[config.mk]
export PLATFORM = sky130hd
export DESIGN_NAME = spi_flash_responder_flat
export DESIGN_NICKNAME = d
export VERILOG_FILES = /design/src/rtl/spi_flash_responder_if.sv /design/src/rtl/spi_flash_responder.sv /design/src/flat_wrapper.sv
export SDC_FILE = /design/constraint.sdc
export NUM_CORES = 1
export LEC_CHECK = 0
export CAP_MARGIN = 20
export CORE_ASPECT_RATIO = 0.5
export CORE_UTILIZATION = 50
export CTS_CLUSTER_DIAMETER = 150
export DETAILED_ROUTE_END_ITERATION = 6
export GPL_ROUTABILITY_DRIVEN = 0
export PLACE_DENSITY = 0.75
export SYNTH_ARGS = -nofsm -noshare
export SYNTH_HDL_FRONTEND = slang
export SYNTH_SLANG_ARGS = --single-unit
[constraint.sdc]
create_clock -name clk -period 1.8 [get_ports clk]
set_input_delay 0.18 -clock clk [delete_from_list [all_inputs] [get_ports clk]]
set_output_delay 0.18 -clock clk [all_outputs]
set_load 0.01 [all_outputs]
[src/rtl/spi_flash_responder_if.sv]
// ---------------------------------------------------------------------------
// spi_flash_responder_if
// Bundles the SPI target pins and the byte-wide memory port of
// spi_flash_responder.
//   cs_n, sclk, mosi   : SPI pins driven by the initiator
//   miso, miso_oe      : SPI return data and its output enable
//   mem_addr           : byte address presented to memory (ADDR_W bits)
//   mem_rd_req         : one-clk read strobe, mem_rdata valid on the next clk
//   mem_rdata          : read data from memory
//   mem_wr_req         : one-clk write strobe qualifying mem_addr/mem_wdata
//   mem_wdata          : write data to memory
//   wel                : write-enable latch state
// Modport slave is used by the responder, modport master by the initiator /
// memory side.
// ---------------------------------------------------------------------------
interface spi_flash_responder_if #(
    parameter int ADDR_W = 24
);
    logic              cs_n;
    logic              sclk;
    logic              mosi;
    logic              miso;
    logic              miso_oe;
    logic [ADDR_W-1:0] mem_addr;
    logic              mem_rd_req;
    logic [7:0]        mem_rdata;
    logic              mem_wr_req;
    logic [7:0]        mem_wdata;
    logic              wel;

    modport slave (
        input  cs_n, sclk, mosi, mem_rdata,
        output miso, miso_oe, mem_addr, mem_rd_req, mem_wr_req, mem_wdata, wel
    );

    modport master (
        output cs_n, sclk, mosi, mem_rdata,
        input  miso, miso_oe, mem_addr, mem_rd_req, mem_wr_req, mem_wdata, wel
    );
endinterface

[src/rtl/spi_flash_responder.sv]
// ---------------------------------------------------------------------------
// spi_flash_responder
// SPI mode-0 target with a memory-side byte port. cs_n/sclk/mosi are
// oversampled in the clk domain; the command byte selects read (0x03),
// write (0x02), status (0x05), write-enable set (0x06) or clear (0x04).
// Ports:
//   clk  : system clock, all logic on posedge
//   rst  : synchronous active-high reset
//   bus  : spi_flash_responder_if.slave (SPI pins + memory port + wel)
// ---------------------------------------------------------------------------
module spi_flash_responder #(
    parameter int ADDR_W      = 24,
    parameter int SYNC_STAGES = 2
) (
    input  logic                    clk,
    input  logic                    rst,
    spi_flash_responder_if.slave    bus
);

    localparam int         ADDR_BYTES = ADDR_W / 8;
    localparam logic [7:0] LAST_ABYTE = 8'(ADDR_BYTES - 1);

    localparam logic [7:0] OP_READ   = 8'h03;
    localparam logic [7:0] OP_WRITE  = 8'h02;
    localparam logic [7:0] OP_STATUS = 8'h05;
    localparam logic [7:0] OP_WREN   = 8'h06;
    localparam logic [7:0] OP_WRDI   = 8'h04;

    typedef enum logic [3:0] {
        ST_IDLE    = 4'd0,
        ST_CMD     = 4'd1,
        ST_ADDR    = 4'd2,
        ST_RD_WAIT = 4'd3,
        ST_RD      = 4'd4,
        ST_WR      = 4'd5,
        ST_STATUS  = 4'd6,
        ST_IGNORE  = 4'd7
    } state_t;

    // Status register image: only the write-enable latch is populated.
    function automatic logic [7:0] status_byte(input logic wel_bit);
        return {6'b000000, wel_bit, 1'b0};
    endfunction

    // Synchronizers plus one extra stage used for edge detection.
    logic [SYNC_STAGES-1:0] csn_sync_r;
    logic [SYNC_STAGES-1:0] sclk_sync_r;
    logic [SYNC_STAGES-1:0] mosi_sync_r;
    logic                   csn_prev_r;
    logic                   sclk_prev_r;

    logic        csn_s;
    logic        sclk_s;
    logic        mosi_s;
    logic        cs_fall_s;
    logic        cs_rise_s;
    logic        sclk_rise_s;
    logic        sclk_fall_s;
    logic        byte_done_s;
    logic [7:0]  rx_byte_s;

    state_t              state_r;
    logic [2:0]          bit_cnt_r;
    logic [7:0]          rx_r;
    logic [7:0]          tx_r;
    logic [7:0]          addr_byte_r;
    logic                is_wr_r;
    logic                rd_pend_r;
    logic                miso_r;
    logic                miso_oe_r;
    logic [ADDR_W-1:0]   mem_addr_r;
    logic                mem_rd_req_r;
    logic                mem_wr_req_r;
    logic [7:0]          mem_wdata_r;
    logic                wel_r;

    assign csn_s       = csn_sync_r[SYNC_STAGES-1];
    assign sclk_s      = sclk_sync_r[SYNC_STAGES-1];
    assign mosi_s      = mosi_sync_r[SYNC_STAGES-1];
    assign cs_fall_s   = csn_prev_r & ~csn_s;
    assign cs_rise_s   = ~csn_prev_r & csn_s;
    assign sclk_rise_s = ~sclk_prev_r & sclk_s;
    assign sclk_fall_s = sclk_prev_r & ~sclk_s;
    assign byte_done_s = sclk_rise_s && (bit_cnt_r == 3'd7) && (state_r != ST_IDLE);
    assign rx_byte_s   = {rx_r[6:0], mosi_s};

    assign bus.miso       = miso_r;
    assign bus.miso_oe    = miso_oe_r;
    assign bus.mem_addr   = mem_addr_r;
    assign bus.mem_rd_req = mem_rd_req_r;
    assign bus.mem_wr_req = mem_wr_req_r;
    assign bus.mem_wdata  = mem_wdata_r;
    assign bus.wel        = wel_r;

    // Input synchronizers. cs_n resets low so a select already held low
    // across reset never looks like a fresh falling edge.
    always_ff @(posedge clk) begin
        if (rst) begin
            csn_sync_r  <= '0;
            sclk_sync_r <= '0;
            mosi_sync_r <= '0;
            csn_prev_r  <= 1'b0;
            sclk_prev_r <= 1'b0;
        end else begin
            csn_sync_r  <= {csn_sync_r[SYNC_STAGES-2:0], bus.cs_n};
            sclk_sync_r <= {sclk_sync_r[SYNC_STAGES-2:0], bus.sclk};
            mosi_sync_r <= {mosi_sync_r[SYNC_STAGES-2:0], bus.mosi};
            csn_prev_r  <= csn_s;
            sclk_prev_r <= sclk_s;
        end
    end

    // Protocol FSM with all registered outputs.
    always_ff @(posedge clk) begin
        if (rst) begin
            state_r      <= ST_IDLE;
            bit_cnt_r    <= 3'd0;
            rx_r         <= 8'h00;
            tx_r         <= 8'h00;
            addr_byte_r  <= 8'h00;
            is_wr_r      <= 1'b0;
            rd_pend_r    <= 1'b0;
            miso_r       <= 1'b0;
            miso_oe_r    <= 1'b0;
            mem_addr_r   <= '0;
            mem_rd_req_r <= 1'b0;
            mem_wr_req_r <= 1'b0;
            mem_wdata_r  <= 8'h00;
            wel_r        <= 1'b0;
        end else begin
            mem_rd_req_r <= 1'b0;
            mem_wr_req_r <= 1'b0;
            // Memory answers one clk after the strobe; capture it then.
            rd_pend_r    <= mem_rd_req_r;
            if (rd_pend_r) begin
                tx_r <= bus.mem_rdata;
            end
            // Address advances after the write strobe so memory sees the old one.
            if (mem_wr_req_r) begin
                mem_addr_r <= mem_addr_r + ADDR_W'(1);
            end

            if (sclk_rise_s && (state_r != ST_IDLE)) begin
                bit_cnt_r <= bit_cnt_r + 3'd1;
                rx_r      <= rx_byte_s;
            end

            if (sclk_fall_s && ((state_r == ST_RD) || (state_r == ST_STATUS))) begin
                miso_r <= tx_r[7];
                tx_r   <= {tx_r[6:0], 1'b0};
            end

            case (state_r)
                ST_IDLE: begin
                    if (cs_fall_s) begin
                        state_r   <= ST_CMD;
                        bit_cnt_r <= 3'd0;
                    end
                end
                ST_CMD: begin
                    if (byte_done_s) begin
                        addr_byte_r <= 8'h00;
                        case (rx_byte_s)
                            OP_READ: begin
                                is_wr_r <= 1'b0;
                                state_r <= ST_ADDR;
                            end
                            OP_WRITE: begin
                                is_wr_r <= 1'b1;
                                state_r <= ST_ADDR;
                            end
                            OP_STATUS: begin
                                tx_r      <= status_byte(wel_r);
                                miso_oe_r <= 1'b1;
                                state_r   <= ST_STATUS;
                            end
                            OP_WREN: begin
                                wel_r   <= 1'b1;
                                state_r <= ST_IGNORE;
                            end
                            OP_WRDI: begin
                                wel_r   <= 1'b0;
                                state_r <= ST_IGNORE;
                            end
                            default: begin
                                state_r <= ST_IGNORE;
                            end
                        endcase
                    end
                end
                ST_ADDR: begin
                    if (sclk_rise_s) begin
                        mem_addr_r <= {mem_addr_r[ADDR_W-2:0], mosi_s};
                        if (byte_done_s) begin
                            if (addr_byte_r == LAST_ABYTE) begin
                                if (is_wr_r) begin
                                    state_r <= ST_WR;
                                end else begin
                                    mem_rd_req_r <= 1'b1;
                                    state_r      <= ST_RD_WAIT;
                                end
                            end else begin
                                addr_byte_r <= addr_byte_r + 8'd1;
                            end
                        end
                    end
                end
                ST_RD_WAIT: begin
                    // First data byte lands in tx_r on this same clk.
                    if (rd_pend_r) begin
                        miso_oe_r <= 1'b1;
                        state_r   <= ST_RD;
                    end
                end
                ST_RD: begin
                    // Prefetch the next byte; it arrives well before the next fall.
                    if (byte_done_s) begin
                        mem_addr_r   <= mem_addr_r + ADDR_W'(1);
                        mem_rd_req_r <= 1'b1;
                    end
                end
                ST_WR: begin
                    if (byte_done_s && wel_r) begin
                        mem_wr_req_r <= 1'b1;
                        mem_wdata_r  <= rx_byte_s;
                    end
                end
                ST_STATUS: begin
                    if (byte_done_s) begin
                        tx_r <= status_byte(wel_r);
                    end
                end
                ST_IGNORE: begin
                    miso_r    <= 1'b0;
                    miso_oe_r <= 1'b0;
                end
                default: begin
                    state_r <= ST_IDLE;
                end
            endcase

            // Deselect wins over everything above except a byte completing
            // on this very clk, whose strobe has already been scheduled.
            if (cs_rise_s) begin
                state_r     <= ST_IDLE;
                miso_r      <= 1'b0;
                miso_oe_r   <= 1'b0;
                bit_cnt_r   <= 3'd0;
                rx_r        <= 8'h00;
                addr_byte_r <= 8'h00;
                is_wr_r     <= 1'b0;
                if (is_wr_r || ((state_r == ST_CMD) && byte_done_s && (rx_byte_s == OP_WRITE))) begin
                    wel_r <= 1'b0;
                end
            end
        end
    end

endmodule

[src/flat_wrapper.sv]
// flat-port wrapper written by rule: the top's interface ports become plain ports
module spi_flash_responder_flat 
#(
    parameter int ADDR_W      = 24,
    parameter int SYNC_STAGES = 2
)
  (clk, rst, bus_cs_n, bus_sclk, bus_mosi, bus_mem_rdata, bus_miso, bus_miso_oe, bus_mem_addr, bus_mem_rd_req, bus_mem_wr_req, bus_mem_wdata, bus_wel);
  spi_flash_responder_if #(.ADDR_W(ADDR_W)) bus_i ();
  input  logic clk;
  input  logic rst;
  input wire logic [$bits(bus_i.cs_n)-1:0] bus_cs_n;
  input wire logic [$bits(bus_i.sclk)-1:0] bus_sclk;
  input wire logic [$bits(bus_i.mosi)-1:0] bus_mosi;
  input wire logic [$bits(bus_i.mem_rdata)-1:0] bus_mem_rdata;
  output wire logic [$bits(bus_i.miso)-1:0] bus_miso;
  output wire logic [$bits(bus_i.miso_oe)-1:0] bus_miso_oe;
  output wire logic [$bits(bus_i.mem_addr)-1:0] bus_mem_addr;
  output wire logic [$bits(bus_i.mem_rd_req)-1:0] bus_mem_rd_req;
  output wire logic [$bits(bus_i.mem_wr_req)-1:0] bus_mem_wr_req;
  output wire logic [$bits(bus_i.mem_wdata)-1:0] bus_mem_wdata;
  output wire logic [$bits(bus_i.wel)-1:0] bus_wel;
  assign bus_i.cs_n = bus_cs_n;
  assign bus_i.sclk = bus_sclk;
  assign bus_i.mosi = bus_mosi;
  assign bus_i.mem_rdata = bus_mem_rdata;
  assign bus_miso = bus_i.miso;
  assign bus_miso_oe = bus_i.miso_oe;
  assign bus_mem_addr = bus_i.mem_addr;
  assign bus_mem_rd_req = bus_i.mem_rd_req;
  assign bus_mem_wr_req = bus_i.mem_wr_req;
  assign bus_mem_wdata = bus_i.mem_wdata;
  assign bus_wel = bus_i.wel;
  spi_flash_responder #(.ADDR_W(ADDR_W), .SYNC_STAGES(SYNC_STAGES)) u_core (.clk(clk), .rst(rst), .bus(bus_i));
endmodule
# --- Word-level counts from Yosys, hierarchy flattened ---
# Cells that the tools add are included.
totals:
  reg_bits: 77
  word_cells: 122
op_classes:
  add_sub_neg: 3
  n_eq_ne: 22
  n_mux: 44
  n_bitwise: 10
  reduce_logical: 24
ops:
  columns: ["operator", "n"]
  rows:
  - ["24-bit 2-to-1 mux", 3]
  - ["8-bit 2-to-1 mux", 9]
  - ["24-bit case mux with 2 select lines", 1]
  - ["8-bit case mux with 2 select lines", 2]
  - ["24-bit by 1-bit adder with 24-bit output (second input constant)", 1]
  - ["8-bit by 2-bit equality test with 1-bit output (second input constant)", 3]
  - ["8-bit by 3-bit equality test with 1-bit output (second input constant)", 3]
  - ["4-bit 2-to-1 mux", 6]
  - ["4-bit case mux with 5 select lines", 1]
  - ["4-bit by 3-bit equality test with 1-bit output (second input constant)", 4]
  - ["1-bit 2-to-1 mux", 13]
  - ["3-bit 2-to-1 mux", 4]
  - ["2-bit by 1-bit != test with 1-bit output (second input constant)", 6]
  - ["8-bit by 1-bit adder with 8-bit output (second input constant)", 1]
  - ["4-bit by 2-bit equality test with 1-bit output (second input constant)", 2]
  - ["1-bit logical AND", 7]
  - ["7-bit AND reduction", 1]
  - ["1-bit NOT", 6]
  - ["1-bit case mux with 2 select lines", 3]
  - ["3-bit case mux with 2 select lines", 1]
  - ["2-bit OR reduction", 3]
  - ["5-bit AND reduction", 1]
  - ["1-bit bitwise AND", 4]
  - ["4-bit by 1-bit equality test with 1-bit output (second input constant)", 1]
  - ["14 further kinds", 17]

# --- Depth between registers and ports, before layout ---
# Gate-level depths: netlist of the first run.
depth:
  word_depth: 9
  ltp_mapped: 9
  ltp_nobuf: 8

# --- Worst setup path after synthesis of the first run ---
# OpenSTA, ideal clock, no wires.
synth_timing:
  path_kind: "register to register"
  from: "reg u_core.mem_addr_r[0] (netlist: u_core.bus.mem_addr[0])"
  to: "reg u_core.mem_addr_r[10] (netlist: u_core.bus.mem_addr[10])"
  arrival_ns: 1.823
  required_time_ns: 1.668
  path_slack_ns: -0.155
  path_stages_with_launch: 7
  period_less_slack_ns: 1.955
  path_cell_list: "dfxtp_1 > ha_1 > nand3_2 > or3_4 > or3_1 > a32oi_1 > a21oi_1"
synth_between:
  elab_chain_cells: 4
  word_cells_on_any_way: 5
synth_lines:
  columns: ["element", "line_no", "source"]
  rows:
  - ["from (decl)", "spi_flash_responder.sv:71", "logic [ADDR_W-1:0] mem_addr_r;"]
  - ["from (signal assigned)", "spi_flash_responder.sv:140", "mem_addr_r <= mem_addr_r + ADDR_W'(1);"]
  - ["from (signal assigned)", "spi_flash_responder.sv:193", "mem_addr_r <= {mem_addr_r[ADDR_W-2:0], mosi_s};"]
  - ["from (signal assigned)", "spi_flash_responder.sv:218", "mem_addr_r <= mem_addr_r + ADDR_W'(1);"]
  - ["24-bit by 1-bit adder with 24-bit output *", "spi_flash_responder.sv:140, spi_flash_responder.sv:218", null]
  - ["24-bit 2-to-1 mux", "spi_flash_responder.sv:139", "if (mem_wr_req_r) begin"]
  - ["24-bit 2-to-1 mux, on equally long branches", "spi_flash_responder.sv:217, spi_flash_responder.sv:192", null]
  - ["24-bit case mux with 2 select lines *", "spi_flash_responder.sv:153", "case (state_r)"]
# Mark *: on every way between the ends. The rest lies on a longest branch, timed or not.
# A chain may end at the register's enable or synchronous reset.

# --- Worst setup path in the final report of the first run ---
layout_timing:
  from: "reg u_core.bit_cnt_r[0]"
  to: "reg u_core.mem_addr_r[22] (netlist: u_core.bus.mem_addr[22])"
layout_between:
  elab_chain_cells: 5
layout_lines:
  columns: ["element", "line_no", "source"]
  rows:
  - ["from (decl)", "spi_flash_responder.sv:63", "logic [2:0] bit_cnt_r;"]
  - ["from (signal assigned)", "spi_flash_responder.sv:144", "bit_cnt_r <= bit_cnt_r + 3'd1;"]
  - ["3-bit equality test", "spi_flash_responder.sv:84", "assign byte_done_s = sclk_rise_s && (bit_cnt_r == 3'd7) && (state_r != ST_IDLE);"]
  - ["1-bit logical AND (2 in a row)", "spi_flash_responder.sv:84", null]
  - ["24-bit 2-to-1 mux", "spi_flash_responder.sv:217", "if (byte_done_s) begin"]
  - ["24-bit case mux with 2 select lines", "spi_flash_responder.sv:153", null]
# Every way passes these cells.

==> out/results.md, run 1 <==
| Step | Item | Value |
|---|---|---|
| layout | Fraction of final layout cells sized beyond drive strength 1 | 29.1% |
| status | Failing checks | negative setup slack |
| floorplan | Placement Rows | 23 |
| worst setup path | Worst path slowest cell | sky130_fd_sc_hd__dfxtp_2 |
| logic synthesis | Synth cell types | 74 |
| logic synthesis | Number of nets in the synthesized netlist | 524 |
| layout | Util after Layout | 75.2% |
| placed design | HPWL after detailed placement | 8.14 mm |
| worst setup path | Crit Path Max Fanout | 5 |
| clocking | CTS H-tree depth | 3 |
| floorplan | Boundary pin count | 50 |
| worst setup path | Endpoint of the lowest-slack register-to-register path | u_core.bus.mem_addr[22] |
| floorplan | Horiz. Die Dim | 132 um |
| worst setup path | Minimum setup slack among reg-to-reg paths | -0.13 ns |
| global routing | Vias in the first global route | 3816 |
| sta | Normalized max-slew margin | 66.7% |
| worst setup path | Cells along the critical path | ha_4 > ha_4 > nand3b_1 > o21ai_1 > buf_4 > buf_4 > and3_4 > nor2b_4 > xnor2_2 > o21ai_1 |
| sta | Final WS setup | -0.128 ns |
| clocking | Clock buffer depth | 2 |
| layout | Design Area, Final | 0.00608 mm^2 |
| layout | Commonest non-fill, non-tap cell in the layout | sky130_fd_sc_hd__buf_4 |
| worst setup path | Reg-to-reg startpoint | u_core.bit_cnt_r[0] |
| layout | Leading cell types in the layout, fill and taps excluded | sky130_fd_sc_hd__buf_4 (80), sky130_fd_sc_hd__dfxtp_1 (67), sky130_fd_sc_hd__nand2_1 (56), sky130_fd_sc_hd__nor2_1 (49), sky130_fd_sc_hd__clkdlybuf4s50_1 (48) |
| clocking | CTS tree | built |
| sta | Final total negative setup slack | -1.37 ns |
| worst setup path | Type of the worst setup path | flip-flop to flip-flop |
| route | 1st-pass router iterations | 7 |
| hold path | Worst hold stages | 2 |
| sta | Setup repair after global routing missed its margin | yes |
| power and ir drop | P per Cell Area | 665 mW/mm^2 |
| clocking | TritonCTS Buffers | 9 |
| hold path | Startpoint of the worst hold path | rst |
| clocking | Clock transition at path regs | 0.06 ns |
| sta | Share of the clock period used by the worst path | 107% |
| worst setup path | Startpoint Class | flip-flop |
| sta | Final setup fails | 22 |
| placed design | Port Buf Inserts | 49 |
| sta | Worst hold slack | 0.293 ns |
| logic synthesis | Sequential area share after synthesis | 36.2% |
| worst setup path | Category of the worst setup path capture point | flip-flop |
| placed design | Instance count after placement with tap cells included | 708 |
| hold path | Hold Crit Class | input pin to flip-flop |
| logic synthesis | Asr flop ratio synth | 0% |
| global routing | Number of antenna violations at the first check in global routing | 0 |
| sta | Fin crit period | 1.93 ns |
| logic synthesis | Post-synthesis average cell area | 8.31 um^2 |
| global routing | Wire length of the first global-routing pass | 19.0 mm |
| layout | Area growth from synthesis to layout | 44.6% |
| worst setup path | Number of cells on the worst reg-to-reg path | 10 |
| logic synthesis | Netlist Area Pre-Place | 0.00421 mm^2 |
| worst setup path | Critical path's top delay family | simple AND/OR/NAND/NOR gates |
| sta | Final hold violation count | 0 |
| layout | Final antenna diode count | 0 |
| power and ir drop | Power Total | 4.05 mW |
| logic synthesis | Gate Count Post-Synth | 506 |
| route | Via total after detailed routing | 4516 |
| route | Violation count after the first detailed-routing iteration | 642 |
| route | Antenna viol nets, final | 0 |
| global routing | Maximum number of pins on one net before global-route repair | 18 |
| worst setup path | Biggest cell delay along the critical path | 0.36 ns |
| logic synthesis | Yosys warning count | 0 |
| worst setup path | Endpoint required time on the critical path | 2.03 ns |
| floorplan | Floorplan die height | 66.9 um |
| route | Average via count per standard cell | 6.13 |
| clocking | Num Clock Sinks | 76 |
| layout | Count of nets after finishing | 638 |
| worst setup path | Number of buffers and inverters on the critical path | 2 |
| power and ir drop | IR Drop Worst-Case VDD | 0.459 mV |
| sta | Final Skew | 0.00497 ns |
| clocking | Clk Latency, worst-skew pair | 0.35 ns |
| floorplan | Die ar. | 0.00881 mm^2 |
| sta | Count of pins over their slew limit | 0 |
| flow run | Max Cap Viol | 0 |
| route | Wire length per cell after detailed routing | 18.8 um |
| logic synthesis | Number of synthesized register bits | 76 |
| route | Detailed-route wire length | 13.8 mm |
| floorplan | Standard cell core area | 0.00809 mm^2 |
| floorplan | Starting Density | 52.0% |
| status | Result of the run | finished, violations left |
| route | Post-route DRC violation count | 0 |
| hold path | Worst Hold End | u_core.bus.mem_addr[1] |
| global routing | Overall fraction of global-route tracks in use | 27.7% |
| clocking | Root Buffer Master | sky130_fd_sc_hd__clkbuf_16 |
| placed design | Placed cell area | 0.00525 mm^2 |
| worst setup path | Arrival time at the worst endpoint | 2.16 ns |
| logic synthesis | Number of enable-type register cells in the synthesized netlist | 0 |
| sta | Slew at the pin with the worst max-slew slack | 0.498 ns |
| sta | Peak Freq | 0.519 GHz |
| logic synthesis | Primary flip-flop cell chosen by synthesis mapping | sky130_fd_sc_hd__dfxtp_1 |
| global routing | Sum of overflow across all layers after global routing | 0 |
| layout | Number of standard cells in the final layout excluding fillers | 737 |
| power and ir drop | Leakage power | 2.22 nW |
| placed design | Setup Slack @ Placement | -0.131 ns |
## worst max-delay path by stage
stage | from | end | slack [ns] | cells past startpoint
4_1_cts | u_core.bit_cnt_r[1] | u_core.state_r[0] | -0.05 | 9
2_1_floorplan | u_core.bus.mem_addr[3] | u_core.bus.mem_addr[10] | 0.0007 | 6
6_report | u_core.bit_cnt_r[0] | u_core.bus.mem_addr[22] | -0.13 | 10
3_3_place_gp | u_core.addr_byte_r[0] | u_core.state_r[0] | -0.06 | 8
5_1_grt | u_core.bit_cnt_r[0] | u_core.bus.mem_addr[3] | -0.19 | 10
3_5_place_dp | u_core.bit_cnt_r[1] | u_core.state_r[0] | -0.13 | 8
## flip-flops by register name, indices dropped and copies added, names as in the netlist, 2 cells and up
register and flops:
u_core.addr_byte_r 8, u_core.bit_cnt_r 3, u_core.bus.mem_addr 24, u_core.bus.mem_wdata 8, u_core.csn_sync_r 2, u_core.mosi_sync_r 2
u_core.rx_r 7, u_core.sclk_sync_r 2, u_core.state_r 3, u_core.tx_r 8
## cell usage after synthesis, drive strengths merged (3+ instances only)
cell	n	area, um^2
nor2b	13	81.3
ha	5	62.6
o22ai	3	18.8
buf	19	114
inv	3	11.3
mux2i	20	200
nor2	55	216
a211oi	9	67.6
nand4	12	96.3
nor3b	7	67.6
nand2	64	240
xor2	16	140
and3	10	63.8
nand2b	8	50.1
nand3	18	100
o21ai	17	85.1
o21a	3	22.5
nand3b	4	30.0
or3	4	30.0
nor3	12	70.1
xnor2	21	184
a22oi	8	60.1
dfxtp	76	1520
a31oi	3	18.8
a222oi	5	50.1
a21oi	35	183
clkbuf	14	53.8
## per-layer routing
layer	GRT usage (%)	routed length [um]	up-vias
li1	-	-	2057
met1	36.1	5850	2143
met2	45.4	6510	264
met3	6.85	1040	52
met4	9.30	421	0
met5	0	0	-
## timing repair
item | in CTS | in global routing
buffers inserted | 4 | 9
pin swaps | 7 | 40
hold buffers | 0 | 0
hold endpoints to repair | 0 | 0
setup endpoints to repair | 34 | 48
gates resized for setup | 27 | 64
## worst register-to-register path: cells and delay by family, from the launching register on
kind,cells,cell delay [ns]
adders and majority gates,2,0.26
AOI/OAI and AO/OA,2,0.30
xor gates and xnor gates,1,0.11
buffers and inverters,2,0.29
DFF,1,0.36
and+or+nand+nor,3,0.48
## final cells by class
cell class / instances / area (um^2)
multi-input combinational: 394 / 2870
fill: 504 / 2010
sequential: 76 / 1540
timing repair buffer: 136 / 1170
clock buffer: 11 / 243
tap: 112 / 140
clock inverter: 5 / 108
inverter: 3 / 11.3
## logic make-up after synthesis
logic type                 count (synthesis)  share of synthesized area, %
muxes                                     22                          5.29
DFF                                       76                          36.2
and+or+nand+nor                          222                          27.8
adders and majority gates                  5                          1.49
buffers and inverters                     36                          4.25
xor gates and xnor gates                  37                          7.70
AOI/OAI and AO/OA                        108                          17.3
## where the power goes
group          switching [mW]  leakage (nW)  internal, mW  total, mW
registers              0.0163         0.619          1.69       1.71
logic                   0.114          1.43        0.0931      0.208
clock network           0.732         0.170          1.40       2.13
total                   0.862          2.22          3.18       4.05
Note: power is estimated with default switching activity, not from simulation.
==> inputs of run 2 (changes only) <==
--- a/config.mk
+++ b/config.mk
@@ -12,6 +12,7 @@
 export DETAILED_ROUTE_END_ITERATION = 6
 export GPL_ROUTABILITY_DRIVEN = 0
 export PLACE_DENSITY = 0.75
+export REMOVE_ABC_BUFFERS = 1
 export SYNTH_ARGS = -nofsm -noshare
 export SYNTH_HDL_FRONTEND = slang
 export SYNTH_SLANG_ARGS = --single-unit
==> run 2 against run 1 <==
  * The run still ends with negative setup slack left
  * Global-route usage fell by 0.053 points
  * Critical path type unchanged
  * Register-to-register slack got worse by 0.04 ns
  * Die area did not move
==> out/results.md, run 2 (synthesis results as in run 1) <==
| Step | Item | Value | Change |
|---|---|---|---|
| status | Result of the run | finished, violations left | unchanged |
| status | Failing checks | negative setup slack | unchanged |
| sta | Final Skew | 0.00834 ns | was 0.00497 ns |
| worst setup path | Most common cell on crit path | sky130_fd_sc_hd__ha_4 |  |
| layout | Flip-flop count of the largest register after layout | 24 | unchanged |
| power and ir drop | Leakage power | 2.13 nW | was 2.22 nW |
| layout | Leading cell types in the layout, fill and taps excluded | sky130_fd_sc_hd__buf_4 (81), sky130_fd_sc_hd__dfxtp_1 (69), sky130_fd_sc_hd__nand2_1 (57), sky130_fd_sc_hd__nor2_1 (49), sky130_fd_sc_hd__clkdlybuf4s50_1 (48) | was sky130_fd_sc_hd__buf_4 (80), sky130_fd_sc_hd__dfxtp_1 (67), sky130_fd_sc_hd__nand2_1 (56), sky130_fd_sc_hd__nor2_1 (49), sky130_fd_sc_hd__clkdlybuf4s50_1 (48) |
| clocking | Num Clock Sinks | 76 | unchanged |
| placed design | Setup Slack @ Placement | -0.113 ns | was -0.131 ns |
| worst setup path | Arrival time at the worst endpoint | 2.20 ns | was 2.16 ns |
| layout | Final antenna diode count | 0 | unchanged |
| floorplan | Horiz. Die Dim | 132 um | unchanged |
| route | Via total after detailed routing | 4365 | was 4516 |
| placed design | Port Buf Inserts | 49 | unchanged |
| floorplan | Placement Rows | 23 | unchanged |
| worst setup path | Type of the worst setup path | flip-flop to flip-flop | unchanged |
| route | Average via count per standard cell | 5.91 | was 6.13 |
| clocking | Root Buffer Master | sky130_fd_sc_hd__clkbuf_16 | unchanged |
| worst setup path | Critical path's top delay family | simple AND/OR/NAND/NOR gates | unchanged |
| worst setup path | Cells along the critical path | ha_4 > ha_4 > nand3b_1 > buf_6 > nor2_4 > a21oi_2 > a2111oi_4 > and3_1 > nor3_1 | was ha_4 > ha_4 > nand3b_1 > o21ai_1 > buf_4 > buf_4 > and3_4 > nor2b_4 > xnor2_2 > o21ai_1 |
| route | Violation count after the first detailed-routing iteration | 412 | was 642 |
| sta | Setup repair after global routing missed its margin | yes | unchanged |
| clocking | TritonCTS Buffers | 9 | unchanged |
| global routing | Wire length of the first global-routing pass | 18.8 mm | was 19.0 mm |
| worst setup path | Biggest cell delay along the critical path | 0.36 ns | about the same |
| sta | Share of the clock period used by the worst path | 109% | was 107% |
| worst setup path | Number of stages on the worst setup path | 9 | was 10 |
| clocking | Hold-fix buffers, CTS | 0 | unchanged |
| flow run | Max Cap Viol | 0 | unchanged |
| layout | Commonest non-fill, non-tap cell in the layout | sky130_fd_sc_hd__buf_4 | unchanged |
| worst setup path | Crit Path Max Fanout | 4 | was 5 |
| sta | Final WS setup | -0.163 ns | was -0.128 ns |
| floorplan | Boundary pin count | 50 | unchanged |
| floorplan | Floorplan die height | 66.9 um | unchanged |
| global routing | Vias in the first global route | 3928 | was 3816 |
| sta | Peak Freq | 0.509 GHz | was 0.519 GHz |
| clocking | Clock transition at path regs | 0.06 ns | about the same |
| worst setup path | Number of buffers and inverters on the critical path | 1 | was 2 |
| worst setup path | Endpoint required time on the critical path | 2.04 ns | was 2.03 ns |
| hold path | Worst hold stages | 2 | unchanged |
| worst setup path | Startpoint Class | flip-flop | unchanged |
| power and ir drop | P per Cell Area | 605 mW/mm^2 | was 665 mW/mm^2 |
| sta | Normalized max-slew margin | 49.7% | was 66.7% |
| route | 1st-pass router iterations | 7 | unchanged |
| power and ir drop | IR Drop Worst-Case VDD | 0.505 mV | was 0.459 mV |
| route | Wire length per cell after detailed routing | 16.6 um | was 18.8 um |
| sta | Final setup fails | 32 | was 22 |
| layout | Area growth from synthesis to layout | 41.3% | was 44.6% |
| clocking | CTS tree | built | unchanged |
| global routing | Maximum number of pins on one net before global-route repair | 18 | unchanged |
| layout | Number of standard cells in the final layout excluding fillers | 738 | was 737 |
| hold path | Hold Crit Class | input pin to flip-flop | unchanged |
| global routing | Number of antenna violations at the first check in global routing | 0 | unchanged |
| layout | Count of nets after finishing | 639 | was 638 |
| sta | Count of pins over their slew limit | 0 | unchanged |
| worst setup path | Worst path slowest cell | sky130_fd_sc_hd__a2111oi_4 | was sky130_fd_sc_hd__dfxtp_2 |
| route | Antenna viol nets, final | 0 | unchanged |
| sta | Final total negative setup slack | -2.37 ns | was -1.37 ns |
| placed design | HPWL after detailed placement | 7.98 mm | was 8.14 mm |
| sta | Fin crit period | 1.96 ns | was 1.93 ns |
| layout | FILL cells | 565 | was 504 |
| worst setup path | Category of the worst setup path capture point | flip-flop | unchanged |
| worst setup path | Number of cells on the worst reg-to-reg path | 9 | was 10 |
| floorplan | Standard cell core area | 0.00809 mm^2 | unchanged |
| layout | Fraction of final layout cells sized beyond drive strength 1 | 28.4% | was 29.1% |
| sta | Final hold violation count | 0 | unchanged |
| floorplan | Starting Density | 52.0% | unchanged |
| clocking | Clock buffer depth | 2 | unchanged |
| clocking | Clk Latency, worst-skew pair | 0.35 ns | about the same |
| route | Post-route DRC violation count | 0 | unchanged |
| placed design | Instance count after placement with tap cells included | 717 | was 708 |
| clocking | CTS H-tree depth | 3 | unchanged |
| floorplan | Die ar. | 0.00881 mm^2 | unchanged |
| route | Detailed-route wire length | 12.3 mm | was 13.8 mm |
| global routing | Overall fraction of global-route tracks in use | 27.7% | about the same |
| sta | Slew at the pin with the worst max-slew slack | 0.752 ns | was 0.498 ns |
| global routing | Sum of overflow across all layers after global routing | 0 | unchanged |
-- run 2: final timing paths --
kind	start	endpoint	slack (ns)
min reg2reg	u_core.csn_sync_r[0]	u_core.csn_sync_r[1]	0.43
min	rst	u_core.bus.mem_addr[14]	0.24
max reg2reg	u_core.bit_cnt_r[1]	u_core.state_r[0]	-0.16
max	u_core.bit_cnt_r[1]	u_core.state_r[0]	-0.16
-- run 2: metrics by stage --
stage	total power [mW]	util [%]	area (um^2)	hold slack [ns]
2_1_floorplan	1.81	-	4040	0.249
3_3_place_gp	1.91	65.9	5330	0.424
3_5_place_dp	1.91	65.9	5330	0.422
4_1_cts	3.59	70.9	5740	0.234
5_1_grt	3.71	73.5	5950	0.266
6_report	3.60	73.5	5950	0.237
-- run 2: layer usage --
layer / vias up / track usage, % / share of wire, %
met2: 208 / 46.1 / 46
met4: 0 / 9.16 / 1.9
met1: 2066 / 34.2 / 44
li1: 2055 / - / -
met5: - / 0 / 0
met3: 36 / 8.90 / 8.2
-- run 2: where the power goes --
part           internal (mW)  total [mW]  switching, mW
combinational         0.0943       0.202          0.107
sequential              1.69        1.71         0.0137
clock                  0.936        1.69          0.751
total                   2.72        3.60          0.872
-- run 2: cell type report --
class	instances	area (um^2)	area share, %
inverters	3	11.3	0.189
flip-flops and latches	76	1530	25.7
repair buffers	137	1200	20.2
multi-input cells	394	2790	46.9
clock inverters	7	51.3	0.863
clock buffers	9	225	3.79
well taps	112	140	2.36
-- run 2: repair_timing --
action	4_1_cts	5_1_grt
gates cloned	1	0
gates resized for setup	29	47
pin swaps	16	18
setup endpoints to repair	32	52
buffers inserted	2	3
==> inputs of run 3 (changes only) <==
--- a/config.mk
+++ b/config.mk
@@ -5,13 +5,13 @@
 export SDC_FILE = /design/constraint.sdc
 export NUM_CORES = 1
 export LEC_CHECK = 0
-export CAP_MARGIN = 20
 export CORE_ASPECT_RATIO = 0.5
 export CORE_UTILIZATION = 50
 export CTS_CLUSTER_DIAMETER = 150
 export DETAILED_ROUTE_END_ITERATION = 6
 export GPL_ROUTABILITY_DRIVEN = 0
 export PLACE_DENSITY = 0.75
+export RECOVER_POWER = 25
 export REMOVE_ABC_BUFFERS = 1
 export SYNTH_ARGS = -nofsm -noshare
 export SYNTH_HDL_FRONTEND = slang
==> run 3 against run 2 <==
  * Critical path type unchanged
  * Utilization down 0.062 points
  * Global-route usage stayed put
  * Routed wire length about the same
  * Clock power about the same
  * Via count down 0.34%
  * Register-to-register slack is essentially flat
  * Hold slack gained 0.15 ns
  * Setup slack got worse by 0.0013 ns
  * Clock-buffer cell count did not move
  * Non-clock buffer count stayed put
  * The flow still finishes with violations (negative setup slack)
  * Sequential power barely moved
==> out/results.md, run 3 (synthesis results as in run 1) <==
| Step | Item | Value | Change |
|---|---|---|---|
| layout | Count of nets after finishing | 639 | unchanged |
| floorplan | Boundary pin count | 50 | unchanged |
| status | Result of the run | finished, violations left | unchanged |
| sta | Slew at the pin with the worst max-slew slack | 0.766 ns | was 0.752 ns |
| clocking | Clk Latency, worst-skew pair | 0.35 ns | about the same |
| sta | Fin crit period | 1.96 ns | about the same |
| sta | Setup repair after global routing missed its margin | yes | unchanged |
| flow run | Max Cap Viol | 0 | unchanged |
| clocking | CTS tree | built | unchanged |
| route | Wire length per cell after detailed routing | 16.6 um | about the same |
| floorplan | Standard cell core area | 0.00809 mm^2 | unchanged |
| power and ir drop | Leakage power | 2.16 nW | was 2.13 nW |
| layout | Leading cell types in the layout, fill and taps excluded | sky130_fd_sc_hd__buf_4 (80), sky130_fd_sc_hd__dfxtp_1 (69), sky130_fd_sc_hd__nand2_1 (57), sky130_fd_sc_hd__nor2_1 (49), sky130_fd_sc_hd__clkdlybuf4s50_1 (39) | was sky130_fd_sc_hd__buf_4 (81), sky130_fd_sc_hd__dfxtp_1 (69), sky130_fd_sc_hd__nand2_1 (57), sky130_fd_sc_hd__nor2_1 (49), sky130_fd_sc_hd__clkdlybuf4s50_1 (48) |
| route | 1st-pass router iterations | 5 | was 7 |
| floorplan | Horiz. Die Dim | 132 um | unchanged |
| sta | Final Skew | 0.00865 ns | was 0.00834 ns |
| power and ir drop | IR Drop Worst-Case VDD | 0.505 mV | about the same |
| global routing | Number of antenna violations at the first check in global routing | 0 | unchanged |
| route | Detailed-route wire length | 12.3 mm | about the same |
| global routing | Maximum number of pins on one net before global-route repair | 18 | unchanged |
| route | Antenna viol nets, final | 0 | unchanged |
| global routing | Overall fraction of global-route tracks in use | 27.7% | unchanged |
| clocking | Root Buffer Master | sky130_fd_sc_hd__clkbuf_16 | unchanged |
| clocking | Hold-fix buffers, CTS | 0 | unchanged |
| clocking | Num Clock Sinks | 76 | unchanged |
| route | Post-route DRC violation count | 0 | unchanged |
| route | Violation count after the first detailed-routing iteration | 412 | unchanged |
| global routing | Wire length of the first global-routing pass | 18.8 mm | unchanged |
| floorplan | Starting Density | 52.0% | unchanged |
| route | Via total after detailed routing | 4350 | was 4365 |
| sta | Peak Freq | 0.509 GHz | about the same |
| sta | Final WS setup | -0.165 ns | was -0.163 ns |
| layout | Area growth from synthesis to layout | 41.2% | was 41.3% |
| placed design | HPWL after detailed placement | 7.98 mm | unchanged |
| floorplan | Floorplan die height | 66.9 um | unchanged |
| worst setup path | Endpoint required time on the critical path | 2.04 ns | about the same |
| floorplan | Die ar. | 0.00881 mm^2 | unchanged |
| sta | Count of pins over their slew limit | 0 | unchanged |
| layout | Fraction of final layout cells sized beyond drive strength 1 | 28.1% | was 28.4% |
| global routing | Vias in the first global route | 3928 | unchanged |
| power and ir drop | P per Cell Area | 605 mW/mm^2 | about the same |
| floorplan | Placement Rows | 23 | unchanged |
| worst setup path | Category of the worst setup path capture point | flip-flop | unchanged |
| clocking | Clock buffer depth | 2 | unchanged |
| placed design | Port Buf Inserts | 49 | unchanged |
| layout | Final antenna diode count | 0 | unchanged |
| route | Average via count per standard cell | 5.89 | was 5.91 |
| worst setup path | Type of the worst setup path | flip-flop to flip-flop | unchanged |
| layout | Flip-flop count of the largest register after layout | 24 | unchanged |
| hold path | Hold Crit Class | input pin to flip-flop | unchanged |
| clocking | Clock transition at path regs | 0.06 ns | about the same |
| status | Failing checks | negative setup slack | unchanged |
| layout | Commonest non-fill, non-tap cell in the layout | sky130_fd_sc_hd__buf_4 | unchanged |
| power and ir drop | Power Total | 3.59 mW | was 3.60 mW |
| worst setup path | Startpoint Class | flip-flop | unchanged |
| worst setup path | Arrival time at the worst endpoint | 2.20 ns | about the same |
| sta | Final hold violation count | 0 | unchanged |
| clocking | CTS H-tree depth | 3 | unchanged |
| layout | Util after Layout | 73.5% | about the same |
| sta | Normalized max-slew margin | 48.8% | was 49.7% |
| global routing | Sum of overflow across all layers after global routing | 0 | unchanged |
| clocking | TritonCTS Buffers | 9 | unchanged |
| sta | Final setup fails | 32 | unchanged |
| worst setup path | Crit Path Max Fanout | 4 | unchanged |
| sta | Share of the clock period used by the worst path | 109% | about the same |
## run 3: through the flow
step / setup slack (ns) / instance area, um^2 / setup TNS, ns / hold WS [ns] / instances
after floorplan: -0.208 / 4040 / -2.94 / 0.249 / 473
after global routing: -0.248 / 5940 / -6.26 / 0.383 / 738
after detailed placement: -0.113 / 5330 / -0.275 / 0.422 / 717
after global placement: -0.0763 / 5330 / -0.149 / 0.424 / 717
after CTS: -0.0886 / 5740 / -0.860 / 0.234 / 736
final: -0.165 / 5940 / -2.63 / 0.383 / 738
## run 3: power by group
group          internal (mW)  total, mW  switching (mW)  leakage, nW
clock                  0.936       1.69           0.750        0.132
combinational         0.0930      0.201           0.108         1.41
sequential              1.69       1.71          0.0137        0.617
total                   2.72       3.59           0.872         2.16
## run 3: critical path, cell delays in order, from the launching register on
cell and delay, ns:
sky130_fd_sc_hd__dfxtp_2 0.35, sky130_fd_sc_hd__ha_4 0.14, sky130_fd_sc_hd__ha_4 0.12, sky130_fd_sc_hd__nand3b_1 0.22
sky130_fd_sc_hd__buf_6 0.21, sky130_fd_sc_hd__nor2_4 0.13, sky130_fd_sc_hd__a21oi_2 0.06, sky130_fd_sc_hd__a2111oi_4 0.36
sky130_fd_sc_hd__and3_1 0.22, sky130_fd_sc_hd__nor3_1 0.05
## run 3: final timing paths
path | from | to | slack (ns) | cells after the start
min reg2reg | u_core.csn_sync_r[0] | u_core.csn_sync_r[1] | 0.43 | 1
min | bus_mosi | u_core.mosi_sync_r[0] | 0.38 | 2
max | u_core.bit_cnt_r[1] | u_core.state_r[0] | -0.16 | 9
max reg2reg | u_core.bit_cnt_r[1] | u_core.state_r[0] | -0.16 | 9
## run 3: area by class of cell
cell class / instances / area [um^2]
multi-input cells: 394 / 2790
flip-flops and latches: 76 / 1530
clock inverters: 7 / 51.3
well taps: 112 / 140
repair buffers: 137 / 1190
inverters: 3 / 11.3
clock buffers: 9 / 225
fillers: 566 / 2150
## run 3: timing repair
| item | CTS | global route |
|---|---|---|
| endpoints found under the setup margin | 32 | 52 |
| gates cloned | 1 | 0 |
| pin swaps | 16 | 18 |
| resized for setup | 29 | 47 |
| buffers inserted | 2 | 3 |
## run 3: layer usage
metal	track usage [%]	routed length, um	vias up
met3	8.90	971	30
met4	9.16	222	0
met5	0	0	-
li1	-	-	2052
met2	46.1	5720	203
met1	34.2	5360	2065
